## src/rtl/nv_fifo_ctl_128x6.sv

```systemverilog
// Valid/ready flow-control front end for a 128x6 two-port flop RAM with a 4-entry output queue.
// Optional RAM bypass for writes into an empty pipeline is enabled by NV_FIFO_CTL_BYPASS_EN.
module nv_fifo_ctl_128x6 (
    input  logic        clk,
    input  logic        rst,
    input  logic        wr_pvld,
    output logic        wr_prdy,
    input  logic [5:0]  wr_pd,
    output logic        rd_pvld,
    input  logic        rd_prdy,
    output logic [5:0]  rd_pd,
    output logic [6:0]  ram_wa,
    output logic        ram_we,
    output logic [5:0]  ram_di,
    output logic [6:0]  ram_ra,
    output logic        ram_re,
    output logic        ram_ore,
    input  logic [5:0]  ram_dout,
    input  logic [31:0] pwrbus_ram_pd,
    output logic [31:0] ram_pwrbus_ram_pd,
    output logic [7:0]  count
);

    logic [6:0] wr_ptr_q, wr_ptr_d;
    logic [6:0] rd_ptr_q, rd_ptr_d;
    logic [7:0] ram_cnt_q, ram_cnt_d;
    logic       s1_q, s1_d;
    logic       s2_q, s2_d;
    logic [2:0] q_cnt_q, q_cnt_d;
    logic [1:0] q_wp_q, q_wp_d;
    logic [1:0] q_rp_q, q_rp_d;
    logic [5:0] q_mem_q [4];
    logic [5:0] q_mem_d [4];
    logic [7:0] count_q, count_d;

    logic       wr_acc;
    logic       pop;
    logic       issue;
    logic       bypass;
    logic       push;
    logic [5:0] push_data;
    logic [3:0] q_busy;
    logic [3:0] q_after_pop;

    always_comb begin
        rd_pvld     = (q_cnt_q != 3'd0);
        pop         = rd_pvld & rd_prdy;
        // Write slot depends on registered RAM occupancy only; a same-cycle issue never frees it.
        wr_prdy     = !rst && (ram_cnt_q < 8'd128);
        wr_acc      = wr_pvld & wr_prdy;

        // Credits: every in-flight read already owns a queue slot.
        q_after_pop = 4'(q_cnt_q) - 4'(pop);
        q_busy      = 4'(s1_q) + 4'(s2_q) + q_after_pop;
        issue       = !rst && (ram_cnt_q != 8'd0) && (q_busy < 4'd4);

`ifdef NV_FIFO_CTL_BYPASS_EN
        bypass      = wr_acc && (ram_cnt_q == 8'd0) && !s1_q && !s2_q && (q_after_pop < 4'd4);
`else
        bypass      = 1'b0;
`endif

        ram_we      = wr_acc && !bypass;
        ram_wa      = wr_ptr_q;
        ram_di      = ram_we ? wr_pd : 6'd0;
        ram_re      = issue;
        ram_ra      = rd_ptr_q;
        ram_ore     = s1_q;

        // Bypass requires s2 low, so at most one push source is active.
        push        = s2_q || bypass;
        push_data   = bypass ? wr_pd : ram_dout;

        rd_pd       = rd_pvld ? q_mem_q[q_rp_q] : 6'd0;
        count       = count_q;

        ram_pwrbus_ram_pd = pwrbus_ram_pd;
    end

    always_comb begin
        wr_ptr_d  = wr_ptr_q + 7'(ram_we);
        rd_ptr_d  = rd_ptr_q + 7'(issue);
        ram_cnt_d = ram_cnt_q + 8'(ram_we) - 8'(issue);
        s1_d      = issue;
        s2_d      = s1_q;
        q_cnt_d   = q_cnt_q + 3'(push) - 3'(pop);
        q_wp_d    = q_wp_q + 2'(push);
        q_rp_d    = q_rp_q + 2'(pop);
        count_d   = count_q + 8'(wr_acc) - 8'(pop);
        for (int i = 0; i < 4; i++) begin
            q_mem_d[i] = q_mem_q[i];
        end
        if (push) begin
            q_mem_d[q_wp_q] = push_data;
        end
    end

    always_ff @(posedge clk) begin
        if (rst) begin
            wr_ptr_q  <= 7'd0;
            rd_ptr_q  <= 7'd0;
            ram_cnt_q <= 8'd0;
            s1_q      <= 1'b0;
            s2_q      <= 1'b0;
            q_cnt_q   <= 3'd0;
            q_wp_q    <= 2'd0;
            q_rp_q    <= 2'd0;
            count_q   <= 8'd0;
        end else begin
            wr_ptr_q  <= wr_ptr_d;
            rd_ptr_q  <= rd_ptr_d;
            ram_cnt_q <= ram_cnt_d;
            s1_q      <= s1_d;
            s2_q      <= s2_d;
            q_cnt_q   <= q_cnt_d;
            q_wp_q    <= q_wp_d;
            q_rp_q    <= q_rp_d;
            count_q   <= count_d;
        end
    end

    // Queue storage needs no reset; rd_pd is masked while the queue is empty.
    always_ff @(posedge clk) begin
        for (int i = 0; i < 4; i++) begin
            q_mem_q[i] <= q_mem_d[i];
        end
    end

endmodule
```

## config.mk

```make
export PLATFORM = sky130hd
export DESIGN_NAME = nv_fifo_ctl_128x6
export DESIGN_NICKNAME = d
export VERILOG_FILES = /design/src/rtl/nv_fifo_ctl_128x6.sv
export SDC_FILE = /design/constraint.sdc
export NUM_CORES = 1
export LEC_CHECK = 0
export ABC_CLOCK_PERIOD_IN_PS = 6200
export BUFFER_PORTS_ARGS = -buffer_cell sky130_fd_sc_hd__buf_4
export CAP_MARGIN = 20
export CORE_UTILIZATION = 48
export DETAILED_ROUTE_END_ITERATION = 10
export PLACE_DENSITY = 0.77
export SETUP_SLACK_MARGIN = 0.05
export SLEW_MARGIN = 10
export SYNTH_ARGS = -nofsm -noshare
export SYNTH_HDL_FRONTEND = slang
export SYNTH_SLANG_ARGS = --single-unit
```

## constraint.sdc

```tcl
create_clock -name clk -period 6.2 [get_ports clk]
set_input_delay 0.31 -clock clk [delete_from_list [all_inputs] [get_ports clk]]
set_output_delay 0.31 -clock clk [all_outputs]
set_load 0.05 [all_outputs]
```

==> Yosys cells after proc, flatten, opt, wreduce, memory -nomap -nowiden <==
Memory sizes are Yosys's and may differ from the RTL's. A register that Yosys moved wholly into a read port is not among the register bits.
Cells that the tools add are included.
{ "word_totals": {"reg_bits": 39, "mem_bits_rw": 24, "inputBits": 48, "output_inout_bits": 71, "wordCells": 44, "n_memories": 1} }
{ "mem_list": {"columns": ["name", "words", "word_bits", "rd", "rd_clocked_by_memory_dff", "write_ports", "line_no", "text"], "rows": [
  ["q_mem_q", 4, 6, 5, 1, 4, "32", "logic [5:0] q_mem_q [4];"]
]} }
{ "classes": {"addsub": 13, "magnitude_cmp": 4, "mux": 7, "n_bitwise": 3, "reduce_logical": 7} }
{ "op_table": {"columns": ["op", "count"], "rows": [
  ["24-bit bitwise mux", 1],
  ["24-bit two-way mux", 1],
  ["6-bit two-way mux", 3],
  ["8-bit by 1-bit adder with 8-bit output", 2],
  ["8-bit by 1-bit subtractor with 8-bit output", 2],
  ["7-bit by 1-bit adder with 7-bit output", 2],
  ["6-bit demux with 2-bit select", 1],
  ["8-bit less-than comparator (second input constant)", 1],
  ["8-bit nonzero test", 1],
  ["2-bit by 1-bit adder with 2-bit output", 2],
  ["2-bit by 4-bit adder with 4-bit output", 1],
  ["1-bit logical AND", 4],
  ["4-bit by 3-bit less-than comparator with 1-bit output (second input constant)", 1],
  ["3-bit by 1-bit subtractor with 4-bit output", 1],
  ["3-bit by 1-bit adder with 3-bit output", 1],
  ["3-bit >= comparator (second input constant)", 1],
  ["3-bit by 1-bit less-than comparator with 1-bit output (second input constant)", 1],
  ["2-bit inverter with 3-bit output", 1],
  ["3-bit nonzero test", 1],
  ["3-bit by 1-bit subtractor with 3-bit output", 1],
  ["1-bit by 1-bit adder with 2-bit output", 1],
  ["1-bit AND", 2],
  ["2-bit two-way mux", 1],
  ["1-bit zero test", 1]
]} }

==> Logic depth before layout (Yosys ltp) <==
Gate-level depths: netlist (run 1).
{ "depth": {"ltp_word": 7, "mapped_depth": 17} }

==> Worst setup path before layout (run 1) <==
No wires, ideal clock.
{ "synth_path": {"path_type": "register to register", "from": "register q_cnt_q[2]", "to": "register ram_cnt_q[6]", "setup_ns": 0.136, "arrival_ns": 4.844, "required_time_ns": 6.064, "setup_slack_ns": 1.220, "stages_incl_launch_ff": 18, "n_path_buf": 1, "cell_sequence": "dfxtp_1 > or3_1 > buf_2 > nand3_1 > o21ai_0 > ha_1 > a21o_1 > a2111oi_0 > a31oi_1 > a311oi_1 > ha_1 > inv_1 > ha_1 > fa_1 > a21oi_1 > o21ai_0 > nand3b_1 > o211ai_1"} }
{ "synth_via": {"elab_chain_len": 7} }
{ "synth_rtl": {"columns": ["item", "line_no", "text"], "rows": [
  ["start, declared", "29", "logic [2:0] q_cnt_q, q_cnt_d;"],
  ["start signal, assigned", "115", "q_cnt_q <= q_cnt_d;"],
  ["3-bit nonzero test", "46", "rd_pvld = (q_cnt_q != 3'd0);"],
  ["net rd_pvld", "9", "output logic rd_pvld,"],
  ["1-bit AND", "47", "pop = rd_pvld & rd_prdy;"],
  ["3-bit by 1-bit subtractor with 4-bit output", "53", "q_after_pop = 4'(q_cnt_q) - 4'(pop);"],
  ["2-bit by 4-bit adder with 4-bit output", "54", "q_busy = 4'(s1_q) + 4'(s2_q) + q_after_pop;"],
  ["4-bit by 3-bit less-than comparator with 1-bit output", "55", "issue = !rst && (ram_cnt_q != 8'd0) && (q_busy < 4'd4);"],
  ["1-bit logical AND", "55", null],
  ["net ram_re", "16", "output logic ram_re,"],
  ["8-bit by 1-bit subtractor with 8-bit output", "83", "ram_cnt_d = ram_cnt_q + 8'(ram_we) - 8'(issue);"],
  ["end signal, assigned", "112", "ram_cnt_q <= ram_cnt_d;"],
  ["end, declared", "26", "logic [7:0] ram_cnt_q, ram_cnt_d;"]
]} }
The timed path passes the listed nets, and every way through them passes these cells.
A chain may end at the register's enable or synchronous reset.

==> Worst setup path in the final report (run 1) <==
{ "layout_path": {"from": "register q_cnt_q[2]", "to": "register ram_cnt_q[6]"} }
{ "layout_via": {"elab_chain_len": 7} }
{ "layout_rtl": {"columns": ["item", "line_no"], "rows": [
  ["3-bit nonzero test", "46"],
  ["1-bit AND", "47"],
  ["3-bit by 1-bit subtractor with 4-bit output *", "53"],
  ["2-bit by 4-bit adder with 4-bit output *", "54"],
  ["4-bit by 3-bit less-than comparator with 1-bit output *", "55"],
  ["1-bit logical AND *", "55"],
  ["8-bit by 1-bit subtractor with 8-bit output *", "83"]
]} }
Every way passes the cells marked *; elsewhere a longest branch is shown, timed or not.

==> results of run 1 <==
## state kept, by name, summed over array words and instances (netlist names)
name	cells
ram_wa	7
ram_cnt_q	8
ram_ra	7
q_rp_q	2
ram_ore	1
q_wp_q	2
count	8
q_cnt_q	3
q_mem_q	24
push	1
## layout make-up
type,instances,area [µm²]
Fill cell,587,2963
Multi-Input combinational cell,196,1505
Sequential cell,63,1501
Timing Repair Buffer,54,405.4
Clock buffer,10,127.6
Tap cell,96,120.1
Inverter,23,86.33
Clock inverter,6,85.08
## critical path, cell delays in order, from the launching register on
cell and delay (ns):
dfxtp_1 0.33, or3_1 0.52, nand3_1 0.17, o21ai_0 0.11
ha_1 0.27, a21o_1 0.16, a2111oi_0 0.38, a31oi_1 0.10
a311oi_1 0.44, ha_1 0.22, inv_1 0.04, ha_1 0.21
fa_1 0.42, a21oi_1 0.20, o21ai_0 0.16, nand3b_1 0.11
o211ai_1 0.09
## placed cells by master, fill, tap and decap left out, drive strengths merged, types with 5 or more instances in the layout
| master | count |
|---|---|
| buf | 54 |
| dfxtp | 39 |
| nor2 | 31 |
| ha | 27 |
| edfxtp | 24 |
| inv | 23 |
| xnor2 | 12 |
| nor2b | 12 |
| nand2 | 11 |
| nand3 | 10 |
| and3 | 10 |
| clkbuf | 10 |
| a21oi | 9 |
| xor2 | 8 |
| and2 | 7 |
| mux4 | 6 |
| nor3 | 6 |
| o21ai | 5 |
| a21o | 5 |
## Yosys cell counts, types with 2 or more instances
| library cell | number | area, µm² |
|---|---|---|
| o21ai_0 | 5 | 25.02 |
| a311oi_1 | 2 | 17.52 |
| and3_1 | 10 | 62.56 |
| fa_1 | 3 | 60.06 |
| edfxtp_1 | 24 | 720.7 |
| and2_1 | 7 | 43.79 |
| xor2_1 | 8 | 70.07 |
| or4_1 | 2 | 15.01 |
| a211oi_1 | 3 | 22.52 |
| nor2_1 | 31 | 116.4 |
| dfxtp_1 | 39 | 780.8 |
| o31a_1 | 3 | 26.28 |
| buf_2 | 4 | 20.02 |
| xnor2_1 | 12 | 105.1 |
| o211ai_1 | 2 | 15.01 |
| mux4_2 | 6 | 135.1 |
| buf_1 | 2 | 7.510 |
| ha_1 | 27 | 337.8 |
| nand3_1 | 10 | 50.05 |
| a21o_1 | 5 | 37.54 |
| inv_1 | 23 | 86.33 |
| nand2_1 | 10 | 37.54 |
| clkbuf_1 | 2 | 7.510 |
| nand2b_1 | 3 | 18.77 |
| or3_1 | 3 | 18.77 |
| buf_4 | 32 | 240.2 |
| nor3b_1 | 2 | 15.01 |
| nor3_1 | 6 | 30.03 |
| a21oi_1 | 9 | 45.04 |
| nor4_1 | 2 | 12.51 |
| a2111oi_0 | 3 | 26.28 |
| nor2b_1 | 11 | 68.82 |
## power by group through the flow
stage	clock [W]	combinational, W	sequential [W]
after floorplan	0	0.000743	0.000640
after global placement	0	0.000952	0.000572
after detailed placement	0	0.000980	0.000573
after CTS	0.000390	0.000988	0.000565
after global routing	0.000408	0.00110	0.000574
final	0.000381	0.000983	0.000563
## cell families (layout without fill, tap and decap cells)
logic type	Yosys count	after routing	synth area share
fa+ha+maj	30	30	0.1181
mux	6	6	0.04012
xor+xnor	20	20	0.05201
buf+inv	63	93	0.1074
simple gates	104	104	0.1635
flops	63	63	0.4458
compound gates	36	36	0.07318
## final timing paths
| check | start | endpoint | cells after the start |
|---|---|---|---|
| max reg2reg | q_cnt_q[2] | ram_cnt_q[6] | 16 |
| max | q_cnt_q[2] | ram_cnt_q[6] | 16 |
| min reg2reg | ram_wa[6] | ram_wa[6] | 2 |
| min | ram_dout[0] | q_mem_q[1][0] | 1 |
## through the flow
step                cells  cell area (µm²)    util
CTS                   448             3831  0.5639
global placement      432             3618  0.5326
global route          448             3831  0.5639
detailed placement    432             3618  0.5326
floorplan             322             3368       -
finish                448             3831  0.5639
## per-layer routing
metal  part of all wire  GRT usage  wire [µm]
met1               0.44     0.2005       2572
met2               0.50     0.2967       2959
met3              0.056    0.06833        332
met4             0.0029    0.06212         17
met5                  0          0          0
==> reports/qor.yml, run 1 <==
finalSetupViolations: 0
path_max_fanout: 10
yosysSeqAreaShare: 0.4458
period_share: 0.6557
ir_worst_vdd_mv: 0.2463
final_nets: 425
overflow: 0
cts_setup_buffers: 0
p_total_w: 0.001928
setup_ws_ns: 2.135
antenna_found_initial: 0
ios: 119
drive_above_1_share: 0.2216
tns_ns: 0
clk_latency_ns: 0.33
cts_tree: "done"
firstDrtPassIters: 4
pre_cts_slack_ns: 2.138
fin_hold_ws_ns: 0.1760
io_buffer_count: 54
fp-row-count: 30
cp-start-kind: "flip-flop"
routed_via_density: 5.036
core-area_um2: 6794
grt_pass1_vias: 2228
syn_nets: 400
synth_edf_count: 24
avgSynthCellArea_um2: 10.46
drtAntennaViolNets: 0
drc: 0
ctsHoldBuffers: 0
p_sw_w: 0.0008043
grt_max_degree: 48
drtIter0Drc: 145
skew_ns: 0.007035
diodes: 0
htreeDepth: 3
ys_seq_elements: 63
cts_root_buffer: "clkbuf_8"
arrival_ns: 4.27
vias: 2256
syn2layout_area_growth_pct: 13.74
gp_congestion: 0.8602
cts.sinks: 63
cts_resized: 0
report.final.slew_viol_count: 0
relSlewSlack: 0.3849
r2r_slack_ns: 2.13
die_h_um: 85.77
seqPwrFrac: 0.292
synthArstFlopShare: 0
pwr-share-comb: 0.510
clkTransAtPathRegs_ns: 0.07
syn-cell-area_um2: 3368
grt_use_total: 0.1747
p_clk_frac: 0.198
finalCriticalPeriod_ns: 4.065
cts_buffer_depth: 2
hpwlAfterDp_um: 4323
synthCells: 322
hold_viol: 0
min_path_type: "in2reg"
worst_pin_slew_ns: 0.9207
wl_um: 5882
worstSetupEndpointType: "flip-flop"
design.die.area_um2: 7356
wl_per_cell_um: 13.13
start_util: 0.4958
synth_cell_type_count: 43
fmaxAchievable_mhz: 246.0
switching_share: 0.4172
run_status: "completed"
power.internal_w: 0.001123
rsz0062_at_grt: "false"
cap_violations: 0
cellLeakagePower_nw: 1.640
ys_warn_count: 0
synth_ff_type: "dfxtp_1"
crit_required_ns: 6.40
cts-buffers-inserted: 9
die_w_um: 85.77
critical_path_class: "reg2reg"
power-per-cell-area_nw_per_um2: 503.2
grt_pass1_wl_um: 9998
(Power assumes the default switching activity.)
==> run 2: changes to the inputs <==
--- a/config.mk
+++ b/config.mk
@@ -5,7 +5,7 @@
 export SDC_FILE = /design/constraint.sdc
 export NUM_CORES = 1
 export LEC_CHECK = 0
-export ABC_CLOCK_PERIOD_IN_PS = 6200
+export ABC_CLOCK_PERIOD_IN_PS = 3930
 export BUFFER_PORTS_ARGS = -buffer_cell sky130_fd_sc_hd__buf_4
 export CAP_MARGIN = 20
 export CORE_UTILIZATION = 48
==> constraint.sdc (replaced) <==
create_clock -name clk -period 3.93 [get_ports clk]
set_input_delay 0.1965 -clock clk [delete_from_list [all_inputs] [get_ports clk]]
set_output_delay 0.1965 -clock clk [all_outputs]
set_load 0.05 [all_outputs]
==> reports/qor.yml, run 2 (same netlist as run 1, synthesis figures left out) <==
drc: 0
cts_tree: "done"
overflow: 0
antenna_found_initial: 0
clkTransAtPathRegs_ns: 0.07
syn2layout_area_growth_pct: 15.42
grt_pass1_wl_um: 9466
grt_pass1_vias: 2079
diodes: 0
tns_ns: 0
vias: 2264
run_status: "completed"
cts-buffers-inserted: 9
worst_pin_slew_ns: 1.001
core-area_um2: 6794
fmaxAchievable_mhz: 283.1
period_share: 0.8990
cts.sinks: 63
fin_hold_ws_ns: 0.06408
die_h_um: 85.77
worstSetupEndpointType: "flip-flop"
final_common_cell: "buf_4"
final_nets: 426
grt_max_degree: 48
cp-start-kind: "flip-flop"
layout_common_cells: "buf_4, dfxtp_1, nor2_1, ha_1, edfxtp_1"
start_util: 0.4958
gp_congestion: 0.7895
io_buffer_count: 54
cts_root_buffer: "clkbuf_8"
p_total_w: 0.003080
cts_resized: 0
wl_per_cell_um: 13.28
wl_um: 5961
ios: 119
ir_worst_vdd_mv: 0.3328
drive_above_1_share: 0.2550
report.final.slew_viol_count: 0
utilization: 0.5722
power-per-cell-area_nw_per_um2: 792.2
drtAntennaViolNets: 0
finalCriticalPeriod_ns: 3.533
hpwlAfterDp_um: 4347
grt_use_total: 0.1666
fp-row-count: 30
min_path_type: "in2reg"
top_register: "q_mem_q"
crit_required_ns: 4.13
cellLeakagePower_nw: 1.638
hold_viol: 0
htreeDepth: 3
arrival_ns: 3.73
reg2reg_depth: 16
relSlewSlack: 0.3314
hold_path_depth: 1
rsz0062_at_grt: "false"
routed_via_density: 5.042
fillCellCount: 588
die_w_um: 85.77
firstDrtPassIters: 4
cap_violations: 0
cts_setup_buffers: 0
drtIter0Drc: 51
critical_path_class: "reg2reg"
cts_buffer_depth: 2
skew_ns: 0.006377
largest_register_ffs: 24
register_area_um2: 1501
path_max_fanout: 3
multi_input_area_um2: 1578
clk_latency_ns: 0.34
finalSetupViolations: 0
design.die.area_um2: 7356
ctsHoldBuffers: 0
==> run 2: cell count changes in the layout (fill, tap and decap cells not counted), sizes merged <==
| cell | delta |
|---|---|
| clkinv | +1 |
| bufinv | -1 |
| buf | +1 |
==> run 2: layer usage <==
layer | vias to the layer above | global-route usage | wire length (µm)
met2 | 49 | 0.2771 | 2904
li1 | 1137 | - | -
met4 | 0 | 0.06515 | 74
met5 | - | 0 | 0
met3 | 7 | 0.04909 | 243
met1 | 1071 | 0.2042 | 2738
==> run 2: final cells by class <==
class / instances / area share
clock buffer: 10 / 0.03283
clock inverter: 6 / 0.01577
inverter: 23 / 0.02221
multi-input combinational: 196 / 0.4059
sequential: 63 / 0.3862
tap: 96 / 0.03090
timing repair buffer: 55 / 0.1062
==> run 2: final timing paths <==
| kind | start | endpoint | slack [ns] |
|---|---|---|---|
| max | q_cnt_q[2] | ram_cnt_q[4] | 0.40 |
| min | ram_dout[2] | q_mem_q[2][2] | 0.06 |
| max reg2reg | q_cnt_q[2] | ram_cnt_q[4] | 0.40 |
| min reg2reg | ram_ore | push | 0.51 |
==> run 2: worst max-delay path, cell delays in order (launching register included) <==
cell,delay (ns)
dfxtp_1,0.33
or3_1,0.38
nand3_1,0.11
o21ai_0,0.09
ha_1,0.27
a21o_1,0.18
a2111oi_2,0.35
a31oi_1,0.13
a311oi_4,0.33
ha_4,0.17
inv_2,0.03
ha_4,0.16
fa_2,0.38
a21oi_2,0.17
nor2_1,0.05
nor3_1,0.19
nor3_1,0.07
==> run 2: power breakdown <==
| part | internal (W) | total (W) | leakage (nW) | switching (W) |
|---|---|---|---|---|
| logic | 0.000671 | 0.00165 | 1.01 | 0.000975 |
| clock network | 0.000291 | 0.000545 | 0.0960 | 0.000254 |
| registers | 0.000793 | 0.000889 | 0.536 | 0.0000960 |
==> run 2: through the flow <==
step,instance area [µm²],instances,worst slack (ns)
5_1_grt,3887,449,0.1906
3_3_place_gp,3699,433,0.5414
2_1_floorplan,3447,322,0.05559
3_5_place_dp,3699,433,0.4313
4_1_cts,3887,449,0.4067
6_report,3887,449,0.3971
==> run 3: changes to the inputs <==
--- a/config.mk
+++ b/config.mk
@@ -5,7 +5,7 @@
 export SDC_FILE = /design/constraint.sdc
 export NUM_CORES = 1
 export LEC_CHECK = 0
-export ABC_CLOCK_PERIOD_IN_PS = 3930
+export ABC_CLOCK_PERIOD_IN_PS = 3470
 export BUFFER_PORTS_ARGS = -buffer_cell sky130_fd_sc_hd__buf_4
 export CAP_MARGIN = 20
 export CORE_UTILIZATION = 48
==> constraint.sdc (replaced) <==
create_clock -name clk -period 3.47 [get_ports clk]
set_input_delay 0.1735 -clock clk [delete_from_list [all_inputs] [get_ports clk]]
set_output_delay 0.1735 -clock clk [all_outputs]
set_load 0.05 [all_outputs]
==> reports/qor.yml, run 3 (same netlist as run 1, synthesis figures left out) <==
ir_worst_vdd_mv: 0.5860
hp-start: "ram_dout[4]"
cp-start-kind: "flip-flop"
top_register: "q_mem_q"
cts.sinks: 63
power.internal_w: 0.002103
drtIter0Drc: 108
arrival_ns: 3.54
worst_pin_slew_ns: 1.028
drtAntennaViolNets: 0
r2r_end: "ram_cnt_q[4]"
diodes: 0
clk_latency_ns: 0.34
die_h_um: 85.77
worstSetupEndpointType: "flip-flop"
reg2reg_depth: 16
grt_pass1_wl_um: 9653
utilization: 0.5843
layout.cells.non_filler: 450
hpwlAfterDp_um: 4343
crit_path_max_incr_delay_ns: 0.39
largest_register_ffs: 24
min_to: "q_mem_q[0][4]"
cts_tree: "done"
drc: 0
power-per-cell-area_nw_per_um2: 913.6
layout_common_cells: "buf_4, dfxtp_1, nor2_1, ha_1, edfxtp_1"
slowest_stage: "or3_4"
cap_violations: 0
firstDrtPassIters: 4
design.die.area_um2: 7356
overflow: 0
ctsHoldBuffers: 0
hold_path_depth: 1
grt_max_degree: 48
cellLeakagePower_nw: 1.663
fillCellCount: 592
fmaxAchievable_mhz: 299.8
r2r_slack_ns: 0.13
wl_per_cell_um: 13.36
cts_setup_buffers: 0
period_share: 0.9611
cts_buffer_depth: 2
grt_use_total: 0.1699
relSlewSlack: 0.3133
p_sw_w: 0.001524
rsz0062_at_grt: "true"
seqPwrFrac: 0.278
final_common_cell: "buf_4"
worstReg2RegStart: "q_cnt_q[0]"
cts-buffers-inserted: 9
finalSetupViolations: 0
skew_ns: 0.01041
critical_path_class: "reg2reg"
die_w_um: 85.77
hold_viol: 0
start_util: 0.4958
switching_share: 0.4202
cts_resized: 0
pre_cts_slack_ns: 0.1225
path_max_fanout: 3
gp_congestion: 0.7856
htreeDepth: 3
io_buffer_count: 54
run_status: "completed"
min_path_type: "in2reg"
finalCriticalPeriod_ns: 3.335
antenna_found_initial: 0
p_clk_frac: 0.190
vias: 2300
fp-row-count: 30
path_buf_inv: 1
grt_pass1_vias: 2160
crit_required_ns: 3.68
setup_ws_ns: 0.1350
report.final.slew_viol_count: 0
crit_chain: "or3_4 > nand3_2 > o21ai_2 > ha_1 > a21o_1 > a2111oi_4 > a31oi_2 > a311oi_4 > ha_4 > inv_2 > ha_4 > fa_2 > a21oi_2 > nor2_1 > nor3_1 > nor3_1"
wl_um: 6010
p_total_w: 0.003627
final_nets: 427
core-area_um2: 6794
cp_top_family: "compound AO/OA/AOI/OAI gates"
syn2layout_area_growth_pct: 17.87
cts_root_buffer: "clkbuf_8"
routed_via_density: 5.111
drive_above_1_share: 0.2825
ios: 119
pwr-share-comb: 0.532
dp_cells: 434
clkTransAtPathRegs_ns: 0.07
==> run 3: worst max-delay path by stage <==
stage,start,endpoint,slack (ns),depth (start not counted)
after floorplan,q_cnt_q[0],ram_cnt_q[6],-0.27,17
after global placement,q_cnt_q[0],ram_cnt_q[4],0.23,16
after CTS,q_cnt_q[0],ram_cnt_q[6],0.12,16
final,q_cnt_q[0],ram_cnt_q[4],0.13,16
after detailed placement,q_cnt_q[0],ram_cnt_q[4],0.12,16
after global routing,q_cnt_q[0],ram_cnt_q[6],0.006,16
==> run 3: layout make-up <==
type / instances / area (µm²) / area share
tap: 96 / 120.1 / 0.03026
timing repair buffer: 56 / 420.4 / 0.1059
clock buffer: 11 / 131.4 / 0.03309
multi-input combinational: 196 / 1624 / 0.4091
inverter: 23 / 86.33 / 0.02175
clock inverter: 5 / 82.58 / 0.02080
sequential: 63 / 1505 / 0.3791
==> run 3: routing by layer <==
layer / global-route usage / wire [µm] / vias to the layer above
met3: 0.03850 / 266 / 20
met2: 0.2844 / 3014 / 64
met5: 0 / 0 / -
met1: 0.1989 / 2619 / 1075
li1: - / - / 1141
met4: 0.1045 / 109 / 0
==> run 3: metrics by stage <==
step / area, µm² / setup TNS (ns) / hold WS, ns
2_1_floorplan: 3460 / -1.208 / 0.2724
3_3_place_gp: 3719 / 0 / 0.3473
3_5_place_dp: 3719 / 0 / 0.3473
4_1_cts: 3933 / 0 / 0.01973
5_1_grt: 3970 / 0 / 0.02468
6_report: 3970 / 0 / 0.03791
==> run 3: power by group through the flow <==
stage	Clock (W)	Combinational (W)	Sequential (W)
after floorplan	0	0.00145	0.00114
after global placement	0	0.00183	0.00102
after detailed placement	0	0.00188	0.00102
after CTS	0.000706	0.00189	0.00101
after global routing	0.000734	0.00212	0.00103
final	0.000688	0.00193	0.00101
==> run 3: worst register-to-register path, delay by kind of cell (launching register included) <==
family          cells  cell delay [ns]
compound gates      6             1.09
fa+ha+maj           4             0.98
buf+inv             1             0.04
flops               1             0.33
simple gates        5             0.76
